File: src/rtl/booth_radix4_mult_pkg.sv
// Shared types and helpers for the radix-4 Booth multiplier.
// BOOTH_UNSIGNED_EN adds one extra iteration to cover the 2-bit operand extension.
package booth_radix4_mult_pkg;

  typedef enum logic [1:0] {
    IDLE = 2'd0,
    RUN  = 2'd1,
    DONE = 2'd2
  } state_e;

  // Magnitude of a recoded Booth digit; the sign travels separately.
  typedef enum logic [1:0] {
    ZERO = 2'd0,
    PM1  = 2'd1,
    PM2  = 2'd2
  } digit_mag_e;

  function automatic int calc_iters(input int width);
`ifdef BOOTH_UNSIGNED_EN
    return width / 2 + 1;
`else
    return width / 2;
`endif
  endfunction

endpackage

File: src/rtl/booth_radix4_mult_recode.sv
// Radix-4 Booth recoder: maps triplet {q[1],q[0],q_neg} to digit magnitude and sign.
module booth_recode
  import booth_radix4_mult_pkg::*;
(
  input  logic [2:0]  triplet,
  output digit_mag_e  mag,
  output logic        neg
);

  always_comb begin
    mag = ZERO;
    neg = 1'b0;
    unique case (triplet)
      3'b000, 3'b111: begin mag = ZERO; neg = 1'b0; end
      3'b001, 3'b010: begin mag = PM1;  neg = 1'b0; end
      3'b011:         begin mag = PM2;  neg = 1'b0; end
      3'b100:         begin mag = PM2;  neg = 1'b1; end
      3'b101, 3'b110: begin mag = PM1;  neg = 1'b1; end
      default:        begin mag = ZERO; neg = 1'b0; end
    endcase
  end

endmodule

File: src/rtl/booth_radix4_mult.sv
// Sequential radix-4 Booth multiplier, one recoded digit per clock.
// Define BOOTH_UNSIGNED_EN to add the signed_mode port and unsigned operand support.
module booth_radix4_mult
  import booth_radix4_mult_pkg::*;
#(
  parameter int WIDTH = 32
) (
  input  logic                 clk,
  input  logic                 rst_b,
  input  logic                 start,
  output logic                 ready,
  input  logic [WIDTH-1:0]     a,
  input  logic [WIDTH-1:0]     b,
`ifdef BOOTH_UNSIGNED_EN
  input  logic                 signed_mode,
`endif
  output logic                 busy,
  output logic                 done,
  output logic [2*WIDTH-1:0]   product
);

  localparam int N  = calc_iters(WIDTH);
  localparam int EW = 2 * N;          // extended multiplier width
  localparam int AW = EW + 2;         // accumulator holds +-2M without overflow
  localparam int CW = $clog2(N + 1);

  state_e          state;
  logic [AW-1:0]   acc;
  logic [AW-1:0]   mcand;
  logic [EW-1:0]   q;
  logic            q_neg;
  logic [CW-1:0]   cnt;

  logic [AW-1:0]   a_ext;
  logic [EW-1:0]   b_ext;
  digit_mag_e      dig_mag;
  logic            dig_neg;
  logic [AW-1:0]   addend;
  logic [AW-1:0]   sum;
  logic [AW-1:0]   acc_nxt;
  logic [EW-1:0]   q_nxt;
  logic [2*WIDTH-1:0] result;

  always_comb begin
`ifdef BOOTH_UNSIGNED_EN
    a_ext = {{(AW-WIDTH){signed_mode & a[WIDTH-1]}}, a};
    b_ext = {{(EW-WIDTH){signed_mode & b[WIDTH-1]}}, b};
`else
    a_ext = {{(AW-WIDTH){a[WIDTH-1]}}, a};
    b_ext = b;
`endif
  end

  booth_recode u_recode (
    .triplet ({q[1], q[0], q_neg}),
    .mag     (dig_mag),
    .neg     (dig_neg)
  );

  // Subtraction is add of the inverted operand with carry-in.
  always_comb begin
    addend = '0;
    case (dig_mag)
      PM1:     addend = mcand;
      PM2:     addend = {mcand[AW-2:0], 1'b0};
      default: addend = '0;
    endcase
    sum     = acc + (dig_neg ? ~addend : addend) + AW'(dig_neg);
    acc_nxt = {{2{sum[AW-1]}}, sum[AW-1:2]};
    q_nxt   = {sum[1:0], q[EW-1:2]};
    result  = (2*WIDTH)'({acc, q});
  end

  always_ff @(posedge clk or negedge rst_b) begin
    if (!rst_b) begin
      state   <= IDLE;
      acc     <= '0;
      mcand   <= '0;
      q       <= '0;
      q_neg   <= 1'b0;
      cnt     <= '0;
      product <= '0;
      done    <= 1'b0;
      busy    <= 1'b0;
      ready   <= 1'b1;
    end else begin
      done <= 1'b0;
      case (state)
        IDLE, DONE: begin
          if (start) begin
            state <= RUN;
            busy  <= 1'b1;
            ready <= 1'b0;
            acc   <= '0;
            mcand <= a_ext;
            q     <= b_ext;
            q_neg <= 1'b0;
            cnt   <= '0;
          end else begin
            state <= IDLE;
          end
        end
        RUN: begin
          // Final RUN cycle only publishes the result, keeping latency at N+1.
          if (cnt == CW'(N)) begin
            state   <= DONE;
            busy    <= 1'b0;
            ready   <= 1'b1;
            done    <= 1'b1;
            product <= result;
          end else begin
            acc   <= acc_nxt;
            q     <= q_nxt;
            q_neg <= q[1];
            cnt   <= cnt + 1'b1;
          end
        end
        default: begin
          state <= IDLE;
          busy  <= 1'b0;
          ready <= 1'b1;
        end
      endcase
    end
  end

endmodule

File: config.mk
export PLATFORM = sky130hd
export DESIGN_NAME = booth_radix4_mult
export DESIGN_NICKNAME = d
export VERILOG_FILES = /design/src/rtl/booth_radix4_mult_pkg.sv /design/src/rtl/booth_radix4_mult_recode.sv /design/src/rtl/booth_radix4_mult.sv
export SDC_FILE = /design/constraint.sdc
export NUM_CORES = 1
export LEC_CHECK = 0
export BUFFER_PORTS_ARGS = -buffer_cell sky130_fd_sc_hd__buf_2
export CORE_UTILIZATION = 47
export DETAILED_ROUTE_END_ITERATION = 6
export PLACE_DENSITY = 0.68
export SLEW_MARGIN = 20
export SYNTH_ARGS = -nofsm -noshare
export SYNTH_HDL_FRONTEND = slang
export SYNTH_HIERARCHICAL = 1
export SYNTH_SLANG_ARGS = --single-unit
File: constraint.sdc
create_clock -name clk -period 11.7 [get_ports clk]
set_input_delay 0 -clock clk [delete_from_list [all_inputs] [get_ports clk]]
set_output_delay 0 -clock clk [all_outputs]
set_load 0.005 [all_outputs]
==> reports/metrics.csv <==
stage,metric,value,unit
run_status,status,completed,
sta,rsz0062_at_grt,false,
sta,setup_tns,0,ns
yosys,synth_mux_area_share,0.377,%
sta,setup_slack,7.33,ns
routing,routed_wl,23900,µm
placement,gp_congestion,0.856,
yosys,postSynthNetCount,1214,
clock_network,insertion_delay,0.44,ns
critical_path,cpMaxStageDelayCell,fa_1,
clock_network,clkTransAtPathRegs,0.08,ns
yosys,synth_async_sr_flop_share,100,%
routing,route.met3.wl,1100,µm
die,die_x,143,µm
yosys,synth-seq-cells,171,
finish,final_nets,1376,
die,core-area,19400,µm²
yosys,synth_enable_flop_cells,0,
sta,maxClockFrequency,0.229,GHz
yosys,ys_seq_area_share,46.0,%
yosys,yosysWarnings,6,
die,dieHeight,143,µm
sta,drv_slew,0,
routing,drt_first_iter_violations,544,
sta,setup_viol,0,
routing,wl_met2,10800,µm
critical_path,critPathLaunchType,register,
yosys,yosys.area_share.simple,22.6,%
placement,io_buffer_count,133,
yosys,synth.most_common_cell,nand2_1,
clock_network,clock_sinks,171,
clock_network,root_buffer,clkbuf_16,
grt,grt_pass1_wl,39000,µm
routing,firstDrtPassIters,5,
finish,n_antenna_cell,0,
yosys,syn_area_per_cell,8.39,µm²
sta,worstMarginPinSlew,0.990,ns
yosys,ys_top_cells_by_area,"dfrtp_1 (46%), nand2_1 (16%), ha_1 (5.1%)",
yosys,synthXorXnorAreaFrac,5.74,%
grt,grt_usage,24.6,%
hold_path,min_path_type,input port to asynchronous set/reset pin,
yosys,synth_cell_types,63,
clock_network,h-tree-depth,4,
sta,final_hold_viol_count,0,
job,maxCapViolations,0,
placement,dp_slack,7.41,ns
clock_network,numCtsBuffers,17,
routing,post-route-drc-count,0,
placement,dp_hpwl,15500,µm
critical_path,crit_arrival,4.75,ns
critical_path,path_cells,"ha_1, mux2_4, ha_1, nor2b_2, buf_4, a22oi_1, xnor2_1, fa_1, a21oi_1, o211ai_1, a21oi_1, o21ai_0, a31o_2, a211o_1, nand3_1",
critical_path,critPathKind,register to register,
yosys,synth_compound_area_share,16.1,%
yosys,synthTopCellsByCount,"nand2_1 (396), dfrtp_1 (170), nor2_1 (55), o21ai_0 (49), clkbuf_1 (48)",
critical_path,cp_slowest_stage_delay,0.48,ns
sta,period_minus_slack,4.37,ns
die,initial_core_util,47.9,%
finish,drive_above_1_share,15.7,%
yosys,syn_area,9300,µm²
sta,clock_skew,0.00853,ns
yosys,syn_inst,1108,
critical_path,cp-end-kind,register,
clock_network,post_cts_buffers,0,
critical_path,worst-path-max-fanout,31,
critical_path,required,12.08,ns
grt,grt_overflow,0,
sta,slew_headroom,34.0,%
routing,highest_layer,met4,
routing,via_count,8274,
routing,wl_met1,11500,µm
finish,syn_to_final_growth,22.7,%
clock_network,cts_tree,yes,
routing,antenna_left,0,
die,dieArea,20400,µm²
sta,finalCritPeriodShare,37.4,%
grt,antenna_found_initial,0,
die,ios,134,
critical_path,cp_top_family,compound AO/OA/AOI/OAI gates,
yosys,yosys.area.top_type,dfrtp_1,
routing,wl_per_cell,15.4,µm
yosys,synth.top_cell.area_share,45.7,%
critical_path,cp.buffers_inverters,1,
critical_path,critPathLaunch,q[0],
die,rows,51,
clock_network,cts_buffer_depth,2,
grt,grt_pass1_vias,7858,
yosys,synthAdderAreaFrac,5.33,%
yosys,synthFlopType,dfrtp_1,
routing,vias_per_cell,5.34,
grt,grt_start_max_net_pins,66,
critical_path,reg2reg_from,q[0],
yosys,synth_top_family_by_area,simple AND/OR/NAND/NOR gates,
==> area by class of cell <==
class,instances,area [µm²]
clock inverters,15,173
fillers,1720,7990
repair buffers,212,1430
clock buffers,17,425
inverters,22,83.8
multi-input cells,846,4690
well taps,265,332
flip-flops and latches,171,4280
==> placed cells by master (no fill, tap or decap), types with 20 or more instances in the layout <==
master | netlist | final
nand3_1 | 25 | 25
a22oi_1 | 31 | 31
dlygate4sd3_1 | 0 | 66
a31oi_1 | 34 | 34
inv_1 | 21 | 20
ha_1 | 38 | 38
xnor2_1 | 45 | 45
a21oi_1 | 44 | 44
dfrtp_1 | 170 | 170
nand2_1 | 396 | 395
buf_2 | 8 | 132
nor2_1 | 55 | 55
o21ai_0 | 49 | 49
==> routing by layer <==
metal	GRT usage [%]	up-vias
met5	0	-
met2	38.7	214
met1	34.1	3943
met3	3.79	43
li1	-	4074
met4	9.73	0
==> worst reg2reg max path, delay by kind of cell (launching register included) <==
kind                     cells  cell delay, ns
adder cells (fa/ha/maj)      3            1.07
AND/OR/NAND/NOR              2            0.21
XOR/XNOR                     1            0.19
flip-flops                   1            0.42
AO/OA/AOI/OAI                7            1.82
buffers and inverters        1            0.33
multiplexers                 1            0.28
==> metrics by stage <==
stage               utilization, %  cell area, µm²  instances  hold WS (ns)
global placement              52.3           10200       1450       -0.0208
global route                  58.8           11400       1548        0.0991
CTS                           58.8           11400       1548        0.0601
detailed placement            52.3           10200       1450       -0.0282
floorplan                        -            9300       1108        -0.296
finish                        58.8           11400       1548        0.0516
==> path summary, 6_finish.rpt <==
kind / end / slack [ns] / depth (start not counted)
max in group asynchronous: acc[13] / 10.43 / 3
min: product[17] / 0.05 / 2
max: acc[30] / 7.33 / 15
min reg2reg: product[61] / 0.47 / 2
max reg2reg: acc[30] / 7.33 / 15
min in group clk: mcand[14] / 0.27 / 4
==> registers in the layout (all words and copies together), names as in the netlist <==
signal and flops:
state 2, ready 1, acc 32, done 1, mcand 32, cnt 5
q_neg 1, product 64, q 32, busy 1
==> cell families after synthesis <==
| group | after synthesis |
|---|---|
| compound gates | 223 |
| mux | 3 |
| fa+ha+maj | 39 |
| flops | 171 |
| buf+inv | 91 |
| simple gates | 520 |
| xor+xnor | 61 |
==> timing repair <==
| item | in CTS | in global routing |
|---|---|---|
| resized for setup | 0 | 0 |
| hold buffers | 66 | 0 |
| endpoints found under the hold margin | 114 | 0 |
Power is not shown: default switching activity piles up to over one toggle a cycle in this logic, so the estimate is an artifact.
